**src/rtl/const_table_pkg.sv**
```systemverilog
// Shared types, default constant table and lookup helper for the constant bank table.
package const_table_pkg;

    localparam int NUM_DEFAULT_BANKS = 3;
    localparam int DEF_DEPTH         = 8;

    typedef enum logic {INIT, RUN} ct_state_t;

    localparam logic [7:0] DEFAULT_TABLE [NUM_DEFAULT_BANKS][DEF_DEPTH] = '{
        '{8'd0, 8'd1, 8'd2, 8'd8, 8'd10, 8'd14, 8'd128, 8'd255},
        '{8'd0, 8'd1, 8'd2, 8'd8, 8'd10, 8'd15, 8'd128, 8'd255},
        '{8'd0, 8'd1, 8'd2, 8'd3, 8'd4,  8'd6,  8'd64,  8'd128}
    };

    // Banks or entries outside the default table load as zero.
    function automatic logic [7:0] default_value(input int unsigned bank, input int unsigned idx);
        logic [7:0] value;
        value = 8'd0;
        if (bank < NUM_DEFAULT_BANKS && idx < DEF_DEPTH) begin
            value = DEFAULT_TABLE[bank[1:0]][idx[2:0]];
        end
        return value;
    endfunction

endpackage

```
**src/rtl/const_bank_table_if.sv**
```systemverilog
// Read/write/control bus of the constant bank table.
interface const_bank_table_if #(
    parameter int NUM_BANKS = 4,
    parameter int DEPTH     = 8,
    parameter int WIDTH     = 8
);
    localparam int BANK_W = (NUM_BANKS > 1) ? $clog2(NUM_BANKS) : 1;
    localparam int IDX_W  = $clog2(DEPTH);

    logic              reload;
    logic              rd_en;
    logic [BANK_W-1:0] rd_bank;
    logic [IDX_W-1:0]  rd_idx;
    logic              rd_ready;
    logic              rd_valid;
    logic [WIDTH-1:0]  rd_data;
    logic              rd_err;
    logic              wr_en;
    logic [BANK_W-1:0] wr_bank;
    logic [IDX_W-1:0]  wr_idx;
    logic [WIDTH-1:0]  wr_data;
    logic              wr_err;
    logic              init_done;

    modport master (
        output reload, rd_en, rd_bank, rd_idx, wr_en, wr_bank, wr_idx, wr_data,
        input  rd_ready, rd_valid, rd_data, rd_err, wr_err, init_done
    );

    modport slave (
        input  reload, rd_en, rd_bank, rd_idx, wr_en, wr_bank, wr_idx, wr_data,
        output rd_ready, rd_valid, rd_data, rd_err, wr_err, init_done
    );

endinterface

```
**src/rtl/ct_init_seq.sv**
```systemverilog
// INIT/RUN sequencer: sweeps a pointer across every entry to load defaults, then idles in RUN.
module ct_init_seq
    import const_table_pkg::*;
#(
    parameter int DEPTH = 8
) (
    input  logic                     Clk,
    input  logic                     Reset_n,
    input  logic                     reload,
    output logic                     init_we,
    output logic [$clog2(DEPTH)-1:0] init_ptr,
    output logic                     init_done
);

    localparam int PTR_W = $clog2(DEPTH);

    ct_state_t        state, state_next;
    logic [PTR_W-1:0] ptr, ptr_next;

    always_ff @(posedge Clk) begin
        if (!Reset_n) begin
            state <= INIT;
            ptr   <= '0;
        end else begin
            state <= state_next;
            ptr   <= ptr_next;
        end
    end

    // The pointer wraps to zero on the same edge that leaves INIT.
    always_comb begin
        state_next = state;
        ptr_next   = ptr;
        case (state)
            INIT: begin
                ptr_next = ptr + 1'b1;
                if (ptr == PTR_W'(DEPTH - 1)) begin
                    state_next = RUN;
                end
            end
            RUN: begin
                if (reload) begin
                    state_next = INIT;
                    ptr_next   = '0;
                end
            end
            default: begin
                state_next = INIT;
                ptr_next   = '0;
            end
        endcase
    end

    assign init_we   = (state == INIT);
    assign init_done = (state == RUN);
    assign init_ptr  = ptr;

endmodule

```
**src/rtl/const_bank_table.sv**
```systemverilog
// Banked constant table with a default-load sweep, runtime writes and registered reads.
module const_bank_table
    import const_table_pkg::*;
#(
    parameter int NUM_BANKS = 4,
    parameter int DEPTH     = 8,
    parameter int WIDTH     = 8
) (
    input  logic               Clk,
    input  logic               Reset_n,
    const_bank_table_if.slave  bus
);

    localparam int IDX_W = $clog2(DEPTH);

    logic             init_we;
    logic             init_done;
    logic [IDX_W-1:0] init_ptr;
    logic             run;
    logic             rd_bank_ok;
    logic             wr_bank_ok;
    logic             wr_accept;
    logic             wr_reject;
    logic             bypass;
    logic [WIDTH-1:0] bank_rd [NUM_BANKS];

    ct_init_seq #(.DEPTH(DEPTH)) u_init_seq (
        .Clk       (Clk),
        .Reset_n   (Reset_n),
        .reload    (bus.reload),
        .init_we   (init_we),
        .init_ptr  (init_ptr),
        .init_done (init_done)
    );

    assign run           = init_done;
    assign bus.rd_ready  = run;
    assign bus.init_done = init_done;

    assign rd_bank_ok = 32'(bus.rd_bank) < NUM_BANKS;
    assign wr_bank_ok = 32'(bus.wr_bank) < NUM_BANKS;
    // A reload in the same cycle drops the write so the sweep starts from a clean table.
    assign wr_accept  = run && !bus.reload && bus.wr_en && wr_bank_ok;
    assign wr_reject  = bus.wr_en && !wr_accept;
    assign bypass     = wr_accept && (bus.wr_bank == bus.rd_bank) && (bus.wr_idx == bus.rd_idx);

    for (genvar b = 0; b < NUM_BANKS; b++) begin : g_bank
        logic [WIDTH-1:0] mem [DEPTH];

        always_ff @(posedge Clk) begin
            if (init_we) begin
                mem[init_ptr] <= WIDTH'(default_value(b, 32'(init_ptr)));
            end else if (wr_accept && 32'(bus.wr_bank) == b) begin
                mem[bus.wr_idx] <= bus.wr_data;
            end
        end

        assign bank_rd[b] = mem[bus.rd_idx];
    end

    always_ff @(posedge Clk) begin
        if (!Reset_n) begin
            bus.rd_valid <= 1'b0;
            bus.rd_err   <= 1'b0;
            bus.wr_err   <= 1'b0;
            bus.rd_data  <= '0;
        end else begin
            bus.rd_valid <= 1'b0;
            bus.rd_err   <= 1'b0;
            bus.wr_err   <= wr_reject;
            if (run && bus.rd_en) begin
                bus.rd_valid <= 1'b1;
                if (!rd_bank_ok) begin
                    bus.rd_data <= '0;
                    bus.rd_err  <= 1'b1;
                end else if (bypass) begin
                    bus.rd_data <= bus.wr_data;
                end else begin
                    bus.rd_data <= bank_rd[bus.rd_bank];
                end
            end
        end
    end

endmodule

```
**src/flat_wrapper.sv**
```systemverilog
// flat-port wrapper written by rule: the top's interface ports become plain ports
module const_bank_table_flat import const_table_pkg::*;
#(
    parameter int NUM_BANKS = 4,
    parameter int DEPTH     = 8,
    parameter int WIDTH     = 8
)
  (Clk, Reset_n, bus_reload, bus_rd_en, bus_rd_bank, bus_rd_idx, bus_wr_en, bus_wr_bank, bus_wr_idx, bus_wr_data, bus_rd_ready, bus_rd_valid, bus_rd_data, bus_rd_err, bus_wr_err, bus_init_done);
  const_bank_table_if #(.NUM_BANKS(NUM_BANKS), .DEPTH(DEPTH), .WIDTH(WIDTH)) bus_i ();
  input  logic Clk;
  input  logic Reset_n;
  input wire logic [$bits(bus_i.reload)-1:0] bus_reload;
  input wire logic [$bits(bus_i.rd_en)-1:0] bus_rd_en;
  input wire logic [$bits(bus_i.rd_bank)-1:0] bus_rd_bank;
  input wire logic [$bits(bus_i.rd_idx)-1:0] bus_rd_idx;
  input wire logic [$bits(bus_i.wr_en)-1:0] bus_wr_en;
  input wire logic [$bits(bus_i.wr_bank)-1:0] bus_wr_bank;
  input wire logic [$bits(bus_i.wr_idx)-1:0] bus_wr_idx;
  input wire logic [$bits(bus_i.wr_data)-1:0] bus_wr_data;
  output wire logic [$bits(bus_i.rd_ready)-1:0] bus_rd_ready;
  output wire logic [$bits(bus_i.rd_valid)-1:0] bus_rd_valid;
  output wire logic [$bits(bus_i.rd_data)-1:0] bus_rd_data;
  output wire logic [$bits(bus_i.rd_err)-1:0] bus_rd_err;
  output wire logic [$bits(bus_i.wr_err)-1:0] bus_wr_err;
  output wire logic [$bits(bus_i.init_done)-1:0] bus_init_done;
  assign bus_i.reload = bus_reload;
  assign bus_i.rd_en = bus_rd_en;
  assign bus_i.rd_bank = bus_rd_bank;
  assign bus_i.rd_idx = bus_rd_idx;
  assign bus_i.wr_en = bus_wr_en;
  assign bus_i.wr_bank = bus_wr_bank;
  assign bus_i.wr_idx = bus_wr_idx;
  assign bus_i.wr_data = bus_wr_data;
  assign bus_rd_ready = bus_i.rd_ready;
  assign bus_rd_valid = bus_i.rd_valid;
  assign bus_rd_data = bus_i.rd_data;
  assign bus_rd_err = bus_i.rd_err;
  assign bus_wr_err = bus_i.wr_err;
  assign bus_init_done = bus_i.init_done;
  const_bank_table #(.NUM_BANKS(NUM_BANKS), .DEPTH(DEPTH), .WIDTH(WIDTH)) u_core (.Clk(Clk), .Reset_n(Reset_n), .bus(bus_i));
endmodule
```
**config.mk**
```make
export PLATFORM = sky130hd
export DESIGN_NAME = const_bank_table_flat
export DESIGN_NICKNAME = d
export VERILOG_FILES = /design/src/rtl/const_table_pkg.sv /design/src/rtl/const_bank_table_if.sv /design/src/rtl/ct_init_seq.sv /design/src/rtl/const_bank_table.sv /design/src/flat_wrapper.sv
export SDC_FILE = /design/constraint.sdc
export NUM_CORES = 1
export LEC_CHECK = 0
export CORE_MARGIN = 10
export CORE_UTILIZATION = 55
export DETAILED_ROUTE_END_ITERATION = 10
export PLACE_DENSITY = 0.73
export SYNTH_ARGS = -nofsm -noshare
export SYNTH_HDL_FRONTEND = slang
export SYNTH_SLANG_ARGS = --single-unit
```
**constraint.sdc**
```tcl
create_clock -name Clk -period 5.5 [get_ports Clk]
set_input_delay 1.1 -clock Clk [delete_from_list [all_inputs] [get_ports Clk]]
set_output_delay 1.1 -clock Clk [all_outputs]
set_load 0.05 [all_outputs]
```
==> results of run 1 <==
-- routing by layer --
layer  track usage, %  vias up
met5                0        -
met3             4.28       45
met4             5.08        0
met1             27.7     3237
li1                 -     2716
met2             32.6      334
-- synthesized netlist by cell type (all sizes together) (8+ instances only) --
master / instances
edfxtp: 256
mux4: 56
nand2: 53
nor2: 49
mux2: 27
o21ai: 21
clkbuf: 20
a21oi: 18
buf: 17
and2: 16
o22ai: 16
dfxtp: 14
nor3: 12
inv: 10
nand2b: 10
mux2i: 8
-- power by group through the flow --
stage	clock (mW)	sequential (mW)	combinational, mW
floorplan	0	2.40	0.226
global placement	0	2.41	0.330
detailed placement	0	2.42	0.338
CTS	1.98	2.38	0.339
global route	2.06	2.38	0.364
finish	1.97	2.38	0.343
-- final cells by class --
| type | instances | area (um^2) | share of cell area [%] |
|---|---|---|---|
| Timing Repair Buffer | 42 | 393 | 3.06 |
| Sequential cell | 270 | 7970 | 62.2 |
| Inverter | 10 | 37.5 | 0.293 |
| Multi-Input combinational cell | 358 | 3120 | 24.4 |
| Clock inverter | 20 | 282 | 2.20 |
| Tap cell | 270 | 338 | 2.64 |
| Clock buffer | 28 | 679 | 5.30 |
-- worst max-delay path, stage by stage --
cell	delay, ns
clkdlybuf4s50_1	0.44
nand3b_1	0.35
nor3_2	0.22
buf_4	0.24
mux2i_1	0.48
nor2b_1	0.75
-- worst paths after layout --
kind	endpoint	start	slack, ns
worst max-delay path	u_core.g_bank[1].mem[3][6]	bus_reload	2.06
worst min-delay path	u_core.bus.rd_data[1]	u_core.bus.rd_data[1]	0.51
worst max register to register	u_core.g_bank[1].mem[3][6]	u_core.u_init_seq.init_done	2.42
worst min register to register	u_core.bus.rd_data[1]	u_core.bus.rd_data[1]	0.51
-- state kept, by name, summed over array words and instances (netlist names) --
signal                       flops
u_core.bus.rd_data               8
u_core.bus.rd_valid              1
u_core.bus.wr_err                1
u_core.g_bank.mem              256
u_core.u_init_seq.init_done      1
u_core.u_init_seq.init_ptr       3
-- stage by stage --
stage                     util (%)  cells  hold slack (ns)
after floorplan                  -    675            0.631
after global placement        58.6    950            0.485
after detailed placement      58.6    950            0.479
after CTS                     63.4    998            0.506
after global routing          63.4    998            0.531
final                         63.4    998            0.510
-- cells by family after synthesis --
group | synth area share [%]
buf+inv | 2.07
other cells | 0.0331
flops | 70.4
fa+ha+maj | 0.553
xor+xnor | 0.387
simple gates | 6.74
compound gates | 5.25
mux | 14.6
==> run_results.csv, run 1 <==
group,metric,value,unit
cells_and_area,stdcell_area,12800,um^2
cts,cts_buffers,26,
cts,cts_hold_buf,0,
routing,drtPass1Iterations,5,
power,swShare,21.2,%
placed_design,hpwl,18600,um
die,start_util,55.9,%
synth,yosys.area.top_type,"edfxtp_1",
synth,synth_nets,703,
power,peakVddDrop,0.284,mV
grt,grt_pass1_wl,40400,um
cells_and_area,final_cell_mix,"edfxtp_1, mux4_2, nand2_1",
cells_and_area,area_growth,13.3,%
cells_and_area,nFillCells,1414,
timing,fin_crit,3.44,ns
run_status,status,"finished, final reports clean",
critical_path,endpoint_kind,"flip-flop",
routing,dr_total_vias,6332,
timing,clock.fmax,0.291,GHz
synth,synth_seq_cells,270,
grt,grt_pass1_vias,6470,
die,fp.dieW,163,um
critical_path,ff2ff_path_depth,5,
routing,wl_met3,2590,um
routing,post-route-drc-count,0,
min_path,hold_class,"flip-flop to flip-flop",
routing,wirelength,26900,um
grt,grt.overflow.total,0,
grt,antenna_found_initial,0,
die,die-area,26700,um^2
synth,synthArstFlopShare,0,%
placed_design,place_ws,1.54,ns
critical_path,cp-start-kind,"input pin",
critical_path,path_class,"input pin to flip-flop",
run,maxCapViolCount,0,
power,pwr_density_cell,366,nW/um^2
cells_and_area,final_common_cell,"edfxtp_1",
synth,ys_warn_count,0,
grt,grt_util_all_layers,20.2,%
synth,syn_area_per_cell,16.8,um^2
timing,slew_headroom,12.0,%
power,clockPowerShare,42.0,%
timing,slew_violations,0,
cts,htreeDepth,1,
min_path,hold_path_depth,2,
critical_path,arrival,3.59,ns
power,power_frac_comb,7.3,%
synth,synth_edf_count,256,
cells_and_area,diodes,0,
critical_path,path_max_fanout,19,
placed_design,port_buffers,34,
routing,routed_via_density,6.34,
placed_design,placed_cell_area,11900,um^2
power,finalPower,4.69,mW
timing,setup_violations,0,
timing,layout_setup_ws,2.06,ns
power,power_frac_seq,50.7,%
power,leakagePower,4.36,nW
cts,cts.path.max_buffers,3,
cts,root_buffer,"clkbuf_16",
power,p_int,3.69,mW
synth,synth_area_leaders,"edfxtp_1, mux4_2, mux2_2",
routing,drtAntennaViolNets,0,
cts,post_cts_resized,0,
cells_and_area,nets,736,
synth,synth.distinct_cells,47,
cts,clk_latency,0.53,ns
synth,syn_area,11300,um^2
routing,wl_per_cell,27.0,um
cts,clkTransAtPathRegs,0.06,ns
routing,wl_met2,12900,um
timing,hold_viol_final,0,
routing,wl_met1,10800,um
timing,fin_skew,0.0153,ns
cts,cts_tree,"done",
timing,worstMarginPinSlew,1.32,ns
cts,clkSinkCount,270,
synth,synth_top_area_share,67.9,%
timing,rsz0062_at_grt,"no",
cts,post_cts_buffers,0,
critical_path,cp.required,5.65,ns
routing,drt_iter0_drc,749,
die,rows,52,
timing,tns,0,ns
die,ioPinCount,36,
synth,ys.flop_type,"edfxtp_1",
die,coreArea,20200,um^2
placed_design,gp_congestion,0.967,
synth,synthCells,675,
power,p_switching,0.994,mW
cells_and_area,drive_above_1_share,19.2,%
grt,grt_start_max_net_pins,54,
timing,timing.final.crit_share,62.6,%
synth,seq_area_frac_synth,70.4,%
routing,routed.top_layer,"met4",
die,die_h,163,um
No activity file was read; power rests on OpenSTA's default activity.
==> inputs of run 2 (changes only) <==
Clock period 5.5 ns to 3.25 ns, I/O delays scaled along.
==> run_results.csv, run 2 (synthesis gave the netlist of run 1 again) <==
group,metric,value,unit
timing,hold_viol_final,0,
grt,grt.overflow.total,0,
timing,tns,0,ns
die,fp.dieW,163,um
cts,post_cts_resized,0,
cts,cts_buffers,26,
die,rows,52,
die,die_h,163,um
die,ioPinCount,36,
timing,fin_skew,0.0114,ns
die,start_util,55.9,%
die,die-area,26700,um^2
power,peakVddDrop,0.483,mV
timing,worstMarginPinSlew,1.00,ns
critical_path,path_delay_family,"simple AND/OR/NAND/NOR gates",
cts,htreeDepth,1,
critical_path,worst-path-buf-inv,1,
placed_design,hpwl,19900,um
power,pwr_density_cell,580,nW/um^2
timing,rsz0062_at_grt,"no",
timing,slew_headroom,32.6,%
grt,antenna_found_initial,0,
placed_design,place_ws,0.0710,ns
critical_path,startpoint,"u_core.u_init_seq.init_done",
cts,clkSinkCount,270,
placed_design,placed_cell_area,12100,um^2
critical_path,arrival,2.97,ns
critical_path,cp-start-kind,"flip-flop",
routing,routed_via_density,6.24,
cells_and_area,largest_register_ff_count,256,
cts,post_cts_buffers,0,
timing,timing.final.crit_share,86.4,%
power,leakagePower,4.46,nW
routing,drtAntennaViolNets,0,
placed_design,dp_cells,980,
run,maxCapViolCount,0,
grt,grt_util_all_layers,21.2,%
cts,cts_tree,"done",
routing,dr_total_vias,6413,
cells_and_area,final_common_cell,"edfxtp_1",
grt,grt_start_max_net_pins,48,
timing,fin_crit,2.81,ns
critical_path,path_cells,"nand3b_1 -> nor3_2 -> buf_4 -> a32oi_1 -> nor2_1",
critical_path,path_max_fanout,18,
cells_and_area,diodes,0,
routing,drt_iter0_drc,740,
cells_and_area,drive_above_1_share,22.1,%
die,coreArea,20200,um^2
critical_path,r2r-start,"u_core.u_init_seq.init_done",
power,finalPower,7.50,mW
routing,drtPass1Iterations,5,
critical_path,max_stage_delay,0.64,ns
cts,clkTransAtPathRegs,0.06,ns
run_status,status,"finished, final reports clean",
placed_design,port_buffers,34,
cells_and_area,largest_register,"u_core.g_bank.mem",
critical_path,endpoint_kind,"flip-flop",
cts,cts_hold_buf,0,
cells_and_area,nets,766,
critical_path,slowest_stage,"dfxtp_1",
critical_path,path_class,"flip-flop to flip-flop",
critical_path,cp.required,3.41,ns
routing,wl_per_cell,27.3,um
cells_and_area,finalNonFillerCells,1027,
cts,root_buffer,"clkbuf_16",
timing,setup_violations,0,
min_path,hold_class,"flip-flop to flip-flop",
placed_design,gp_congestion,1.02,
grt,grt_pass1_vias,6629,
timing,clock.fmax,0.356,GHz
cts,cts.path.max_buffers,3,
grt,grt_pass1_wl,42300,um
routing,post-route-drc-count,0,
timing,slew_violations,0,
cts,clk_latency,0.53,ns
routing,wirelength,28000,um
min_path,hp-start,"u_core.bus.rd_data[1]",
cells_and_area,area_growth,14.4,%
cells_and_area,stdcell_area,12900,um^2
cells_and_area,final_cell_mix,"edfxtp_1, mux4_2, nand2_1",
timing,layout_setup_ws,0.441,ns
## run 2: changes by cell type in the layout (fill, tap and decap cells not counted)
cell        before  now
buf_4            9   34
bufinv_16        7    1
clkbuf_1         1    7
buf_12           0    5
clkinv_1         7    3
clkinv_2         2    6
clkinv_4         1    2
clkinvlp_4       2    1
inv_8            1    0
## run 2: per-stage QoR
step / hold WS [ns] / util, %
floorplan: 0.631 / -
global placement: 0.528 / 60.0
detailed placement: 0.525 / 60.0
CTS: 0.553 / 64.0
global route: 0.579 / 64.0
finish: 0.563 / 64.0
## run 2: per-layer routing
metal / GRT usage, % / routed length, um
met5: 0 / 0
met4: 6.05 / 734
met3: 4.81 / 2550
met1: 29.5 / 11600
met2: 32.9 / 13100
## run 2: power breakdown
part	switching (mW)	internal [mW]	total [mW]
Combinational	0.392	0.247	0.639
Sequential	0.0504	3.97	4.02
Clock	1.24	1.60	2.85
Total	1.69	5.82	7.50
## run 2: worst paths after layout
| kind | to | slack [ns] | cells after the start |
|---|---|---|---|
| min | u_core.bus.rd_data[1] | 0.56 | 2 |
| max | u_core.g_bank[1].mem[4][1] | 0.44 | 5 |
| max reg2reg | u_core.g_bank[1].mem[4][1] | 0.44 | 5 |
| min reg2reg | u_core.bus.rd_data[1] | 0.56 | 2 |
## run 2: layout make-up
cell class | count | area (um^2)
timing repair buffer | 72 | 681
clock buffer | 34 | 702
multi-input combinational | 358 | 3120
inverter | 10 | 37.5
fill | 1392 | 7290
tap | 270 | 338
clock inverter | 13 | 96.3
sequential | 270 | 7970
## run 2: worst min-delay path, delay by kind of cell (launching register included)
family             cells  cell delay, ns
AOI/OAI and AO/OA      2            0.14
DFF                    1            0.38
==> inputs of run 3 (changes only) <==
Settings changed: CAP_MARGIN set to 20, DONT_BUFFER_PORTS set to 1, PLACE_DENSITY 0.73 to 0.7.
==> run_results.csv, run 3 (synthesis gave the netlist of run 1 again) <==
group,metric,value,unit
power,pwr_density_cell,594,nW/um^2
timing,tns,0,ns
routing,drtAntennaViolNets,0,
cells_and_area,stdcell_area,12500,um^2
grt,antenna_found_initial,0,
die,die_h,163,um
timing,hold_viol_final,0,
die,die-area,26700,um^2
cts,cts_buffers,26,
placed_design,port_buffers,0,
cts,cts_hold_buf,0,
cts,clkTransAtPathRegs,0.06,ns
placed_design,gp_congestion,0.974,
cts,htreeDepth,1,
cells_and_area,largest_register,"u_core.g_bank.mem",
timing,setup_violations,0,
cells_and_area,area_growth,10.1,%
cts,clk_latency,0.52,ns
cts,clkSinkCount,270,
run,maxCapViolCount,0,
power,peakVddDrop,0.520,mV
cts,cts.path.max_buffers,3,
routing,post-route-drc-count,0,
routing,dr_total_vias,6156,
die,start_util,55.9,%
routing,wl_per_cell,26.9,um
placed_design,hpwl,18100,um
power,finalPower,7.41,mW
routing,drtPass1Iterations,8,
critical_path,ff2ff_path_depth,4,
routing,drt_iter0_drc,593,
grt,grt.overflow.total,0,
grt,grt_pass1_vias,6133,
die,rows,52,
grt,grt_start_max_net_pins,62,
critical_path,arrival,3.10,ns
routing,wl_met2,12400,um
timing,fin_skew,0.00781,ns
cells_and_area,finalNonFillerCells,978,
cts,post_cts_buffers,0,
grt,grt_pass1_wl,39200,um
cells_and_area,nets,719,
cells_and_area,diodes,0,
min_path,hold_end,"u_core.u_init_seq.init_ptr[1]",
cts,cts_tree,"done",
min_path,hold_class,"input pin to flip-flop",
run_status,status,"finished, final reports clean",
critical_path,r2r-start,"u_core.u_init_seq.init_done",
timing,slew_headroom,29.8,%
timing,worstMarginPinSlew,1.04,ns
critical_path,cp.required,3.40,ns
cells_and_area,utilization,61.6,%
min_path,hp-start,"Reset_n",
critical_path,path_max_fanout,9,
routing,wl_met3,2440,um
timing,fin_crit,2.95,ns
cts,post_cts_resized,0,
timing,clock.fmax,0.339,GHz
cells_and_area,largest_register_ff_count,256,
timing,whs,0.254,ns
cells_and_area,drive_above_1_share,21.3,%
placed_design,dp_cells,932,
critical_path,path_class,"flip-flop to flip-flop",
routing,routed.top_layer,"met4",
critical_path,r2r-end,"u_core.g_bank[1].mem[3][0]",
placed_design,placed_cell_area,11600,um^2
routing,wl_met1,10400,um
min_path,hold_path_depth,1,
die,coreArea,20200,um^2
routing,wirelength,26300,um
critical_path,r2r_slack,0.30,ns
die,ioPinCount,36,
timing,layout_setup_ws,0.297,ns
timing,timing.final.crit_share,90.8,%
timing,rsz0062_at_grt,"no",
critical_path,cp-start-kind,"flip-flop",
grt,grt_util_all_layers,19.8,%
cells_and_area,final_cell_mix,"edfxtp_1, mux4_2, nand2_1",
critical_path,endpoint_kind,"flip-flop",
power,leakagePower,4.26,nW
die,fp.dieW,163,um
placed_design,place_ws,0.214,ns
timing,slew_violations,0,
routing,routed_via_density,6.29,
cells_and_area,final_common_cell,"edfxtp_1",
cts,root_buffer,"clkbuf_16",
[run 3: changes by cell type in the layout (fill, tap and decap cells not counted), sizes merged]
cell | before | now
bufinv | 1 | 2
buf | 40 | 25
clkdlybuf4s50 | 32 | 0
clkbuf | 34 | 31
[run 3: layout make-up]
| type | instances | area, um^2 |
|---|---|---|
| Clock buffer | 31 | 691 |
| Clock inverter | 14 | 124 |
| Fill cell | 1449 | 7770 |
| Inverter | 10 | 37.5 |
| Multi-Input combinational cell | 358 | 3120 |
| Sequential cell | 270 | 7970 |
| Tap cell | 270 | 338 |
| Timing Repair Buffer | 25 | 185 |
[run 3: critical path: stages, from the launching register on]
cell      delay, ns
dfxtp_1        0.48
nand3b_1       0.36
nor3_2         0.42
mux2i_1        0.59
nor2b_1        0.73
[run 3: worst max-delay path by stage]
stage	slack, ns	cells after the start	end	startpoint
after CTS	0.38	4	u_core.g_bank[1].mem[3][6]	u_core.u_init_seq.init_done
final	0.30	4	u_core.g_bank[1].mem[3][0]	u_core.u_init_seq.init_done
after detailed placement	0.21	4	u_core.g_bank[1].mem[3][0]	bus_reload
after global placement	0.33	4	u_core.g_bank[1].mem[3][7]	bus_reload
after floorplan	0.57	4	u_core.g_bank[1].mem[0][0]	u_core.u_init_seq.init_done
after global routing	0.13	4	u_core.g_bank[1].mem[3][0]	u_core.u_init_seq.init_done
[run 3: per-layer routing]
layer  GRT usage (%)  vias up
li1                -     2688
met4            7.35        0
met1            25.8     3098
met5               0        -
met3            5.61       75
met2            31.1      295
[run 3: power by group]
part           internal [mW]  switching (mW)
Combinational          0.206           0.301
Sequential              3.97          0.0466
Clock                   1.67            1.22
